`src/rtl/arb_resp_router.sv`:
```
// arb_resp_router: return path for the request arbiter.
// Each granted request pushes the arbiter's chosen index into a tag FIFO.
// In-order downstream responses are then steered back to the requester at the FIFO head.
// The response path is purely combinational and holds no payload storage.
module arb_resp_router #(
  parameter int NUM_PORTS = 2,
  parameter int DEPTH     = 4,
  parameter int DATA_W    = 32,
  localparam int CW = (NUM_PORTS > 1) ? $clog2(NUM_PORTS) : 1,
  localparam int PW = (DEPTH > 1) ? $clog2(DEPTH) : 1,
  localparam int OW = $clog2(DEPTH + 1)
) (
  input  logic                 clock,
  input  logic                 reset_n,
  input  logic                 io_req_fire,
  input  logic [CW-1:0]        io_req_chosen,
  output logic                 io_req_stall,
  input  logic                 io_resp_in_valid,
  output logic                 io_resp_in_ready,
  input  logic [DATA_W-1:0]    io_resp_in_bits,
  output logic [NUM_PORTS-1:0] io_resp_out_valid,
  input  logic [NUM_PORTS-1:0] io_resp_out_ready,
  output logic [DATA_W-1:0]    io_resp_out_bits,
  output logic [OW-1:0]        io_outstanding,
  output logic                 io_err_overflow,
  output logic                 io_err_orphan
);

  logic [CW-1:0]        fifo_q [DEPTH];
  logic [PW-1:0]        wr_ptr_q, wr_ptr_d;
  logic [PW-1:0]        rd_ptr_q, rd_ptr_d;
  logic [OW-1:0]        count_q, count_d;
  logic                 ovf_q, ovf_d;
  logic                 orph_q, orph_d;

  logic [CW-1:0]        head;
  logic                 sel;
  logic [NUM_PORTS-1:0] match;
  logic                 push;
  logic                 pop;

  // Decode the head tag against each requester; an out-of-range tag matches nothing and stalls.
  always_comb begin
    head = fifo_q[rd_ptr_q];
    sel  = (count_q != '0);
    match = '0;
    for (int i = 0; i < NUM_PORTS; i++) begin
      match[i] = (head == CW'(i));
    end
  end

  // Response steering: valid depends only on downstream valid and the head tag, never on ready.
  always_comb begin
    io_resp_out_valid = (io_resp_in_valid && sel) ? match : '0;
    io_resp_out_bits  = io_resp_in_bits;
    io_resp_in_ready  = sel && |(match & io_resp_out_ready);
  end

  // Push/pop decisions and next-state for pointers, count and sticky error flags.
  always_comb begin
    pop      = io_resp_in_valid && io_resp_in_ready;
    push     = io_req_fire && ((count_q < OW'(DEPTH)) || pop);
    wr_ptr_d = push ? wr_ptr_q + PW'(1) : wr_ptr_q;
    rd_ptr_d = pop  ? rd_ptr_q + PW'(1) : rd_ptr_q;
    case ({push, pop})
      2'b10:   count_d = count_q + OW'(1);
      2'b01:   count_d = count_q - OW'(1);
      default: count_d = count_q;
    endcase
    ovf_d  = ovf_q  || (io_req_fire && !push);
    orph_d = orph_q || (io_resp_in_valid && !sel);
  end

  // Stall reflects the registered count, so a same-cycle pop does not release it.
  always_comb begin
    io_req_stall    = (count_q == OW'(DEPTH));
    io_outstanding  = count_q;
    io_err_overflow = ovf_q;
    io_err_orphan   = orph_q;
  end

  // Control state: pointers, occupancy and error flags, cleared by async reset.
  always_ff @(posedge clock or negedge reset_n) begin
    if (!reset_n) begin
      wr_ptr_q <= '0;
      rd_ptr_q <= '0;
      count_q  <= '0;
      ovf_q    <= 1'b0;
      orph_q   <= 1'b0;
    end else begin
      wr_ptr_q <= wr_ptr_d;
      rd_ptr_q <= rd_ptr_d;
      count_q  <= count_d;
      ovf_q    <= ovf_d;
      orph_q   <= orph_d;
    end
  end

  // Tag storage: contents are only meaningful below count, so no reset is needed.
  always_ff @(posedge clock) begin
    if (push) begin
      fifo_q[wr_ptr_q] <= io_req_chosen;
    end
  end

endmodule

```
`config.mk`:
```
export PLATFORM = sky130hd
export DESIGN_NAME = arb_resp_router
export DESIGN_NICKNAME = d
export VERILOG_FILES = /design/src/rtl/arb_resp_router.sv
export SDC_FILE = /design/constraint.sdc
export NUM_CORES = 1
export LEC_CHECK = 0
export CAP_MARGIN = 10
export CORE_ASPECT_RATIO = 0.5
export CORE_MARGIN = 10
export CORE_UTILIZATION = 29
export CTS_CLUSTER_DIAMETER = 120
export DETAILED_ROUTE_END_ITERATION = 16
export GPL_ROUTABILITY_DRIVEN = 0
export PLACE_DENSITY = 0.71
export REMOVE_ABC_BUFFERS = 1
export SLEW_MARGIN = 20
export SYNTH_ARGS = -nofsm -noshare
export SYNTH_HDL_FRONTEND = slang
export SYNTH_SLANG_ARGS = --single-unit
```
`constraint.sdc`:
```
create_clock -name clock -period 2.4 [get_ports clock]
set_clock_uncertainty 0.2 [all_clocks]
set_input_delay 0.6 -clock clock [delete_from_list [all_inputs] [get_ports clock]]
set_output_delay 0.6 -clock clock [all_outputs]
set_load 0.05 [all_outputs]
```
==> metrics.md, run 1 <==
| Metric | Value |
|---|---|
| Classification of the worst setup path | flop to flop |
| Net count of the finished layout | 143 |
| Slew of the pin with the lowest slew margin | 516 ps |
| Aggregate global routing overflow | 0 |
| Commonest cells after routing, fill and taps aside | 16 x sky130_fd_sc_hd__buf_4, 9 x sky130_fd_sc_hd__dfrtp_1, 8 x sky130_fd_sc_hd__clkdlybuf4s50_1, 6 x sky130_fd_sc_hd__inv_1 |
| Final setup margin | -172 ps |
| CTS H-Tree Depth | 1 |
| Signed area change from the synthesized netlist to the final layout | 16.6% |
| Number of max-slew violations in the final report | 0 |
| Area of placed instances | 1040 um^2 |
| Cell area power density | 1380 nW/um^2 |
| Relative max-transition margin | 0.655 |
| Final cycle utilization of the critical path | 1.07 |
| Leakage component of the power | 0.000526 uW |
| Setup-failing EPs final | 5 |
| Syn avg cell area | 10.3 um^2 |
| Drt pass-1 iters | 4 |
| Maximum buffer depth of the clock tree | 2 |
| Peak clock frequency supported by timing | 0.389 GHz |
| Most frequent standard cell in the layout excluding fill and tap cells | sky130_fd_sc_hd__buf_4 |
| Global-route wire length before repair | 4200 um |
| Path category of the worst min-delay check | flop to flop |
| Final Critical Period | 2570 ps |
| Clock edge transition at the registers on the reported setup and hold paths | 50 ps |
| R2R cell count | 10 |
| Setup slack of the most critical reg-to-reg path | -170 ps |
| Count of buffers from port buffering | 15 |
| I/O Pins | 80 |
| Hold_buf cts | 0 |
| Effective utilization at floorplan | 0.316 |
| Violations in the final reports | setup timing |
| CTS tree | yes |
| Pin count of the biggest net entering global routing | 10 |
| Mapped Cells | 96 |
| Final WL | 2890 um |
| Maxcap violations | 0 |
| Half-perimeter wire length after placement | 2280 um |
| Clk Latency, worst-skew pair | 240 ps |
| Ratio of cells with drive above 1 in the final layout | 0.381 |
| Final non-filler cell area | 1150 um^2 |
| CP required | 2370 ps |
| Rows | 14 |
| Register area share after synthesis | 0.349 |
| Number of nets with antenna violations after routing | 0 |
| Number of warnings issued by yosys | 0 |
| DIE WIDTH | 103 um |
| Overall fraction of global-route tracks in use | 0.0955 |
| Initial antenna violation count | 0 |
| Worst Setup End Kind | flop |
| DR vias/cell | 4.72 |
| Yosys reg bits | 13 |
| Vias after detailed routing | 647 |
| Number of antenna repair diodes | 0 |
| Count of distinct cell types in the synthesized netlist | 30 |
| Maximum net fanout on the critical path | 3 |
| Drt drc | 0 |
| Clock root buffer | sky130_fd_sc_hd__clkbuf_8 |
| Count of cells along the worst hold path | 1 |
| Critical Path Source Type | flop |
| Library cell with the largest summed area after synthesis | sky130_fd_sc_hd__buf_4 |
| Area share of the largest cell type after synthesis | 0.243 |
| WL per Instance | 21.1 um |
| TritonCTS Buffers | 3 |
| Unrepaired setup endpoints after global routing | yes |
| Area of the core | 3140 um^2 |
| Worst IR drop on VDD | 0.000362 V |
| Die H | 61.3 um |
| Most area-consuming cells after synthesis | sky130_fd_sc_hd__buf_4 24%, sky130_fd_sc_hd__dfrtp_1 23%, sky130_fd_sc_hd__edfxtp_1 12% |
| Detailed router's first-iteration violation count | 41 |
| Total standard cell area after synthesis | 990 um^2 |
| Placement-stage worst setup slack | -312 ps |
| Number of global-route vias before repair | 686 |
| Die Area | 6290 um^2 |
| CP Data Arrival Time | 2540 ps |
| Clock net sink count | 13 |
| Status | finished with violations |
| Hold Violations, Final | 0 |
power by group:
part           leakage, uW  switching [uW]  internal (uW)  total (uW)
logic             0.000367             537            478        1010
registers         0.000136            70.2            315         385
clock network    0.0000228            75.3            117         192
kinds of logic (layout without fill, tap and decap cells):
kind of cell | Yosys count | after routing | synth area share
mux | 5 | 5 | 0.0759
flops | 13 | 13 | 0.349
fa+ha+maj | 6 | 6 | 0.0834
compound gates | 8 | 8 | 0.0582
xor+xnor | 5 | 5 | 0.0442
simple gates | 19 | 19 | 0.110
buf+inv | 40 | 41 | 0.279
critical path, stage by stage (launching register included):
cell	delay (ps)
sky130_fd_sc_hd__dfrtp_1	360
sky130_fd_sc_hd__mux4_2	560
sky130_fd_sc_hd__mux2i_4	260
sky130_fd_sc_hd__o21ai_2	80
sky130_fd_sc_hd__nand2_1	80
sky130_fd_sc_hd__ha_2	200
sky130_fd_sc_hd__inv_2	40
sky130_fd_sc_hd__fa_2	330
sky130_fd_sc_hd__xor2_1	140
sky130_fd_sc_hd__nor2_1	110
sky130_fd_sc_hd__xor2_1	140
through the flow:
stage                     TNS (ps)  instances  power (uW)  hold WS, ps  utilization
after floorplan               -848         63         940          104            -
after detailed placement      -767        129        1310          253        0.333
after CTS                     -490        134        1570          266        0.360
after global placement        -670        129        1300          241        0.333
after global routing          -936        137        1700          286        0.368
final                         -579        137        1590          258        0.368
Yosys cell counts:
| cell | number |
|---|---|
| sky130_fd_sc_hd__a311o_1 | 1 |
| sky130_fd_sc_hd__nor2b_1 | 1 |
| sky130_fd_sc_hd__edfxtp_1 | 4 |
| sky130_fd_sc_hd__nor3b_1 | 1 |
| sky130_fd_sc_hd__nand3_1 | 1 |
| sky130_fd_sc_hd__o21bai_1 | 1 |
| sky130_fd_sc_hd__a21oi_1 | 2 |
| sky130_fd_sc_hd__fa_1 | 1 |
| sky130_fd_sc_hd__or2b_1 | 1 |
| sky130_fd_sc_hd__mux2i_1 | 3 |
| sky130_fd_sc_hd__buf_4 | 32 |
| sky130_fd_sc_hd__dfrtp_1 | 9 |
| sky130_fd_sc_hd__or3b_2 | 1 |
| sky130_fd_sc_hd__clkdlybuf4s25_2 | 1 |
| sky130_fd_sc_hd__o21ai_0 | 1 |
| sky130_fd_sc_hd__xor2_1 | 4 |
| sky130_fd_sc_hd__mux2i_4 | 1 |
| sky130_fd_sc_hd__a21o_1 | 1 |
| sky130_fd_sc_hd__nand2_1 | 2 |
| sky130_fd_sc_hd__o21ai_2 | 1 |
| sky130_fd_sc_hd__and3_2 | 2 |
| sky130_fd_sc_hd__nor3_1 | 1 |
| sky130_fd_sc_hd__o311ai_0 | 1 |
| sky130_fd_sc_hd__ha_1 | 5 |
| sky130_fd_sc_hd__nor2_1 | 4 |
| sky130_fd_sc_hd__xnor2_1 | 1 |
| sky130_fd_sc_hd__mux4_2 | 1 |
| sky130_fd_sc_hd__nand2b_1 | 1 |
| sky130_fd_sc_hd__and3_1 | 4 |
| sky130_fd_sc_hd__inv_1 | 7 |
final timing paths:
kind,start,end
max in group asynchronous,reset_n,rd_ptr_q[1]
hold / removal,io_err_orphan,io_err_orphan
min in group asynchronous,reset_n,io_err_orphan
setup / recovery,rd_ptr_q[0],io_outstanding[2]
setup reg to reg,rd_ptr_q[0],io_outstanding[2]
hold reg to reg,io_err_orphan,io_err_orphan
what timing repair did:
item / CTS / global route
setup buffers: 1 / 3
pin swaps: 2 / 1
endpoints found under the setup margin: 5 / 5
gates cloned: 0 / 0
resized for setup: 11 / 1
endpoints found under the hold margin: 0 / 0
metal layers:
layer  GRT usage  share of wire  vias up
li1            -              -      290
met1       0.116           0.43      309
met2       0.106           0.37       46
met3      0.0972           0.20        2
met4      0.0299          0.010        0
met5           0              0        -
flip-flops by register name (all words and copies together), names as in the netlist:
| register | flops |
|---|---|
| io_err_orphan | 1 |
| io_err_overflow | 1 |
| fifo_q | 4 |
| rd_ptr_q | 2 |
| io_outstanding | 3 |
| wr_ptr_q | 2 |
layout make-up:
| type | count | area, um^2 |
|---|---|---|
| fill | 304 | 1980 |
| inverter | 7 | 26.3 |
| multi-input combinational | 43 | 395 |
| sequential | 13 | 345 |
| clock buffer | 4 | 45.0 |
| timing repair buffer | 30 | 292 |
| tap | 40 | 50.0 |
Power figures use the tool's default switching activity.
==> inputs of run 2 (changes only) <==
--- a/config.mk
+++ b/config.mk
@@ -8,11 +8,11 @@
 export CAP_MARGIN = 10
 export CORE_ASPECT_RATIO = 0.5
 export CORE_MARGIN = 10
-export CORE_UTILIZATION = 29
+export CORE_UTILIZATION = 33
 export CTS_CLUSTER_DIAMETER = 120
 export DETAILED_ROUTE_END_ITERATION = 16
 export GPL_ROUTABILITY_DRIVEN = 0
-export PLACE_DENSITY = 0.71
+export PLACE_DENSITY = 0.77
 export REMOVE_ABC_BUFFERS = 1
 export SLEW_MARGIN = 20
 export SYNTH_ARGS = -nofsm -noshare
==> constraint.sdc (replaced) <==
create_clock -name clock -period 2.8 [get_ports clock]
set_clock_uncertainty 0.2 [all_clocks]
set_input_delay 0.7 -clock clock [delete_from_list [all_inputs] [get_ports clock]]
set_output_delay 0.7 -clock clock [all_outputs]
set_load 0.05 [all_outputs]
==> run 2 against run 1 <==
The flow now finishes without violations. Critical path depth is 5 lower. Core utilization is 2.8 points higher. Routed wire length is 0.52% higher. Die area is 9.0% lower. Critical endpoint is now io_resp_out_valid[1]. Largest cell class unchanged.
==> metrics.md, run 2 (same netlist as run 1, synthesis figures left out) <==
| Metric | Value |
|---|---|
| Maximum buffer depth of the clock tree | 2 |
| Flip-flop count of the largest register after layout | 4 |
| CTS tree | yes |
| Relative max-transition margin | 0.658 |
| Hold_buf cts | 0 |
| Path category of the worst min-delay check | flop to flop |
| Setup-failing EPs final | 0 |
| Vias after detailed routing | 616 |
| Count of cells along the worst hold path | 1 |
| Leakage component of the power | 0.000487 uW |
| Number of antenna repair diodes | 0 |
| Rows | 13 |
| Unrepaired setup endpoints after global routing | yes |
| Peak clock frequency supported by timing | 0.367 GHz |
| Drt drc | 0 |
| Worst Setup End Kind | output port |
| DR vias/cell | 4.85 |
| TritonCTS Buffers | 3 |
| Area of the core | 2730 um^2 |
| Aggregate global routing overflow | 0 |
| Overall fraction of global-route tracks in use | 0.0988 |
| CP required | 1900 ps |
| Cell area power density | 1200 nW/um^2 |
| WL per Instance | 22.9 um |
| Worst hold path endpoint | io_err_orphan |
| Clock root buffer | sky130_fd_sc_hd__clkbuf_8 |
| Worst R2R Start | rd_ptr_q[0] |
| Final WL | 2900 um |
| Drt pass-1 iters | 4 |
| Net count of the finished layout | 136 |
| Worst IR drop on VDD | 0.000482 V |
| Clock net sink count | 13 |
| Hold Violations, Final | 0 |
| Final non-filler cell area | 1080 um^2 |
| Fin cells | 127 |
| Final Critical Period | 2730 ps |
| Final cycle utilization of the critical path | 0.974 |
| Initial antenna violation count | 0 |
| Detailed router's first-iteration violation count | 60 |
| Largest reg by FF count | fifo_q |
| Number of placed instances with taps included | 122 |
| CP Data Arrival Time | 1830 ps |
| Critical Path Source Type | primary input |
| Terminus of the critical flop-to-flop path | io_outstanding[2] |
| Setup slack of the most critical reg-to-reg path | 180 ps |
| Count of buffers from port buffering | 15 |
| Area of placed instances | 1020 um^2 |
| Global-route wire length before repair | 4000 um |
| Filler cell count | 260 |
| Most frequent standard cell in the layout excluding fill and tap cells | sky130_fd_sc_hd__clkdlybuf4s50_1 |
| Number of nets with antenna violations after routing | 0 |
| Die H | 58.7 um |
| Effective utilization at floorplan | 0.362 |
| Number of global-route vias before repair | 642 |
| Ratio of cells with drive above 1 in the final layout | 0.278 |
| Half-perimeter wire length after placement | 2330 um |
| Status | finished, final reports clean |
| Launch point of the worst hold path | io_err_orphan |
| Pin count of the biggest net entering global routing | 10 |
| I/O Pins | 80 |
| Maxcap violations | 0 |
| Clk Latency, worst-skew pair | 250 ps |
| Clock edge transition at the registers on the reported setup and hold paths | 60 ps |
| CTS H-Tree Depth | 1 |
| Signed area change from the synthesized netlist to the final layout | 9.36% |
| Die Area | 5720 um^2 |
| Slew of the pin with the lowest slew margin | 512 ps |
| Number of max-slew violations in the final report | 0 |
| Maximum net fanout on the critical path | 3 |
| DIE WIDTH | 97.4 um |
| Commonest cells after routing, fill and taps aside | 11 x sky130_fd_sc_hd__clkdlybuf4s50_1, 9 x sky130_fd_sc_hd__dfrtp_1, 9 x sky130_fd_sc_hd__buf_4, 7 x sky130_fd_sc_hd__inv_1, 5 x sky130_fd_sc_hd__ha_1 |
| Classification of the worst setup path | primary input to output port |
| R2R cell count | 10 |
-- run 2: changes by cell type in the layout (fill, tap and decap cells not counted), sizes merged --
cell and delta:
clkbuf -1, clkdlybuf4s50 +3, buf -9, dlygate4sd2 -1, clkinv +1
-- run 2: power by group --
| group | total [uW] | internal, uW | switching (uW) |
|---|---|---|---|
| Clock | 174 | 98.5 | 75.2 |
| Sequential | 347 | 270 | 77.7 |
| Combinational | 774 | 346 | 429 |
| Total | 1300 | 714 | 582 |
-- run 2: worst max-delay path, cell delays in order --
cell	delay [ps]
sky130_fd_sc_hd__clkdlybuf4s50_1	510
sky130_fd_sc_hd__nand2b_1	110
sky130_fd_sc_hd__buf_4	150
sky130_fd_sc_hd__nor2b_1	190
sky130_fd_sc_hd__buf_12	170
-- run 2: per-stage QoR --
| step | utilization | hold WS, ps | total power [uW] | setup slack, ps | TNS [ps] |
|---|---|---|---|---|---|
| after global routing | 0.396 | 289 | 1380 | -4.66 | -4.66 |
| after CTS | 0.392 | 258 | 1300 | 30.1 | 0 |
| after floorplan | - | 204 | 806 | 85.8 | 0 |
| after global placement | 0.372 | 242 | 1070 | 65.8 | 0 |
| after detailed placement | 0.372 | 244 | 1100 | -57.7 | -57.7 |
| final | 0.396 | 254 | 1300 | 73.0 | 0 |
-- run 2: how the worst max path moves through the flow --
stage | from | endpoint | slack, ps | cells after the start
final | io_resp_in_valid | io_resp_out_valid[1] | 70 | 5
after global placement | io_resp_out_ready[0] | io_outstanding[2] | 70 | 10
after floorplan | rd_ptr_q[0] | io_resp_in_ready | 90 | 3
after detailed placement | io_resp_out_ready[0] | io_outstanding[2] | -60 | 10
after global routing | rd_ptr_q[0] | io_resp_in_ready | -5 | 5
after CTS | rd_ptr_q[0] | io_resp_in_ready | 30 | 5
-- run 2: what timing repair did --
item | CTS | global route
gates resized for setup | 1 | 3
pin swaps | 0 | 1
buffers inserted | 1 | 0
endpoints found under the setup margin | 1 | 2
-- run 2: area by class of cell --
cell class              count  area (um^2)  area share
multi-input cells          43          380       0.351
flip-flops and latches     13          345       0.319
repair buffers             23          238       0.220
well taps                  37         46.3      0.0428
clock buffers               3         41.3      0.0382
inverters                   7         26.3      0.0243
clock inverters             1         5.00     0.00462
-- run 2: routing by layer --
layer	track usage	share of wire	vias up
met5	0	0	-
met4	0.0370	0.012	0
met3	0.0990	0.17	4
met2	0.115	0.37	45
met1	0.115	0.44	296
li1	-	-	271
==> inputs of run 3 (changes only) <==
--- a/config.mk
+++ b/config.mk
@@ -8,11 +8,11 @@
 export CAP_MARGIN = 10
 export CORE_ASPECT_RATIO = 0.5
 export CORE_MARGIN = 10
-export CORE_UTILIZATION = 33
+export CORE_UTILIZATION = 29
 export CTS_CLUSTER_DIAMETER = 120
 export DETAILED_ROUTE_END_ITERATION = 16
 export GPL_ROUTABILITY_DRIVEN = 0
-export PLACE_DENSITY = 0.77
+export PLACE_DENSITY = 0.71
 export REMOVE_ABC_BUFFERS = 1
 export SLEW_MARGIN = 20
 export SYNTH_ARGS = -nofsm -noshare
==> constraint.sdc (replaced) <==
create_clock -name clock -period 2.28 [get_ports clock]
set_clock_uncertainty 0.2 [all_clocks]
set_input_delay 0.57 -clock clock [delete_from_list [all_inputs] [get_ports clock]]
set_output_delay 0.57 -clock clock [all_outputs]
set_load 0.05 [all_outputs]
==> run 3 against run 2 <==
The run now ends with setup timing left. Combinational power grew 37%. Via count grew 2.8%. Cell count grew 6.3%. Critical path depth is the same. Sequential power grew 18%. First-iteration DRC count shrank 55%. Clock-buffer cell count grew 1. Worst hold slack gained 3.5 ps. Sequential share of layout area shrank 1.6 points. Die area grew 9.9%. Core utilization shrank 3.2 points. Largest cell class unchanged.
==> metrics.md, run 3 (same netlist as run 1, synthesis figures left out) <==
| Metric | Value |
|---|---|
| Signed area change from the synthesized netlist to the final layout | 15.3% |
| Unrepaired setup endpoints after global routing | yes |
| Maxcap violations | 0 |
| CP required | 1510 ps |
| Net count of the finished layout | 141 |
| Final Critical Period | 2590 ps |
| Area of the core | 3140 um^2 |
| CTS tree | yes |
| Drt pass-1 iters | 4 |
| CTS H-Tree Depth | 1 |
| Clock edge transition at the registers on the reported setup and hold paths | 60 ps |
| WL per Instance | 21.5 um |
| Clk Latency, worst-skew pair | 240 ps |
| Final cycle utilization of the critical path | 1.14 |
| Largest reg by FF count | fifo_q |
| I/O Pins | 80 |
| Path category of the worst min-delay check | flop to flop |
| TritonCTS Buffers | 3 |
| Status | finished with violations |
| Library cell contributing the largest single delay on the critical path | sky130_fd_sc_hd__mux4_2 |
| Clock root buffer | sky130_fd_sc_hd__clkbuf_8 |
| Aggregate global routing overflow | 0 |
| Worst Setup End Kind | output port |
| DIE WIDTH | 103 um |
| Detailed router's first-iteration violation count | 27 |
| Pin count of the biggest net entering global routing | 10 |
| Number of nets with antenna violations after routing | 0 |
| Number of global-route vias before repair | 685 |
| Multi-input gate area | 393 um^2 |
| Drt drc | 0 |
| Hold Violations, Final | 0 |
| Final setup margin | -310 ps |
| Cell Chain, Critical Path | mux4_2 > mux2i_4 > buf_4 > nor2_4 > buf_12 |
| Die Area | 6290 um^2 |
| Maximum buffer depth of the clock tree | 2 |
| Number of max-slew violations in the final report | 0 |
| Classification of the worst setup path | flop to output port |
| Fin Setup TNS | -1240 ps |
| Critical Path Source Type | flop |
| Number of buffers and inverters on the critical path | 2 |
| Rows | 14 |
| Effective utilization at floorplan | 0.316 |
| Cell class contributing the biggest share of worst-path delay | multiplexers |
| Slew of the pin with the lowest slew margin | 505 ps |
| CP Data Arrival Time | 1820 ps |
| Commonest cells after routing, fill and taps aside | 16 x sky130_fd_sc_hd__buf_4, 9 x sky130_fd_sc_hd__dfrtp_1, 7 x sky130_fd_sc_hd__clkdlybuf4s50_1, 6 x sky130_fd_sc_hd__inv_1 |
| Most frequent standard cell in the layout excluding fill and tap cells | sky130_fd_sc_hd__buf_4 |
| DR vias/cell | 4.69 |
| Cell area power density | 1470 nW/um^2 |
| Maximum net fanout on the critical path | 4 |
| Vias after detailed routing | 633 |
| Setup slack of the most critical reg-to-reg path | -300 ps |
| Relative max-transition margin | 0.662 |
| Clock net sink count | 13 |
| Global-route wire length before repair | 4190 um |
| Worst IR drop on VDD | 0.000418 V |
| Setup-failing EPs final | 5 |
| Count of buffers from port buffering | 15 |
| Violations in the final reports | setup timing |
| Number of placed instances with taps included | 129 |
| Ratio of cells with drive above 1 in the final layout | 0.379 |
| Die H | 61.3 um |
| Delay of the slowest cell on the worst path | 570 ps |
| Flip-flop count of the largest register after layout | 4 |
| Fin cells | 135 |
| Leakage component of the power | 0.000516 uW |
| Overall fraction of global-route tracks in use | 0.0947 |
| Hold_buf cts | 0 |
| Total area of sequential cells | 345 um^2 |
| Half-perimeter wire length after placement | 2330 um |
| Final WL | 2900 um |
| Initial antenna violation count | 0 |
| Peak clock frequency supported by timing | 0.386 GHz |
| Filler cell count | 309 |
| Number of antenna repair diodes | 0 |
run 3: cell types whose count changed in the layout (fill, tap and decap cells not counted):
cell	previous run	this run
sky130_fd_sc_hd__nor2_4	1	2
sky130_fd_sc_hd__buf_12	3	4
sky130_fd_sc_hd__inv_1	7	6
sky130_fd_sc_hd__ha_2	0	1
sky130_fd_sc_hd__nor2_2	1	0
sky130_fd_sc_hd__clkbuf_1	0	1
sky130_fd_sc_hd__clkinv_2	1	0
sky130_fd_sc_hd__ha_1	5	4
sky130_fd_sc_hd__clkdlybuf4s50_1	11	7
sky130_fd_sc_hd__nor3_2	0	1
sky130_fd_sc_hd__buf_6	0	1
sky130_fd_sc_hd__inv_2	0	1
sky130_fd_sc_hd__buf_4	9	16
sky130_fd_sc_hd__nor3_1	1	0
run 3: power breakdown:
group	internal (uW)	switching, uW
registers	332	79.3
clock network	123	82.9
logic	493	564
run 3: per-stage QoR:
stage          power [uW]  cell area [um^2]  worst slack, ps  hold slack [ps]  utilization
2_1_floorplan         989               739             -346             74.4            -
3_3_place_gp         1380              1050             -365              246        0.336
3_5_place_dp         1400              1050             -407              248        0.336
4_1_cts              1680              1140             -321              261        0.364
5_1_grt              1780              1140             -427              298        0.364
6_report             1670              1140             -310              257        0.364
run 3: final timing paths:
path	start	endpoint	cells past startpoint
setup / recovery	rd_ptr_q[0]	io_resp_in_ready	5
hold / removal	io_err_orphan	io_err_orphan	1
setup reg to reg	rd_ptr_q[0]	io_outstanding[2]	9
hold reg to reg	io_err_orphan	io_err_orphan	1
max in group asynchronous	reset_n	rd_ptr_q[1]	1
min in group asynchronous	reset_n	io_err_orphan	1
run 3: what timing repair did:
action	CTS	global route
pin swaps	2	3
gates resized for setup	9	0
setup endpoints to repair	5	5
buffers inserted	2	0
hold endpoints to repair	0	0
run 3: metal layers:
layer | global-route usage | part of all wire | up-vias
li1 | - | - | 285
met1 | 0.115 | 0.44 | 301
met5 | 0 | 0 | -
met3 | 0.0950 | 0.19 | 4
met2 | 0.109 | 0.36 | 43
met4 | 0.0239 | 0.010 | 0
run 3: cell type report:
cell class              count  share of cell area
multi-input cells          43               0.344
repair buffers             28               0.247
inverters                   7              0.0230
flip-flops and latches     13               0.303
clock buffers               4              0.0395
well taps                  40              0.0439
run 3: worst reg2reg max path, cell delays in order, from the launching register on:
cell                      delay, ps
sky130_fd_sc_hd__dfrtp_1        380
sky130_fd_sc_hd__mux4_2         570
sky130_fd_sc_hd__mux2i_4        230
sky130_fd_sc_hd__nor2_1         140
sky130_fd_sc_hd__ha_2           220
sky130_fd_sc_hd__inv_2           40
sky130_fd_sc_hd__fa_2           330
sky130_fd_sc_hd__xor2_1         140
sky130_fd_sc_hd__nor2_1         110
sky130_fd_sc_hd__xor2_1         150
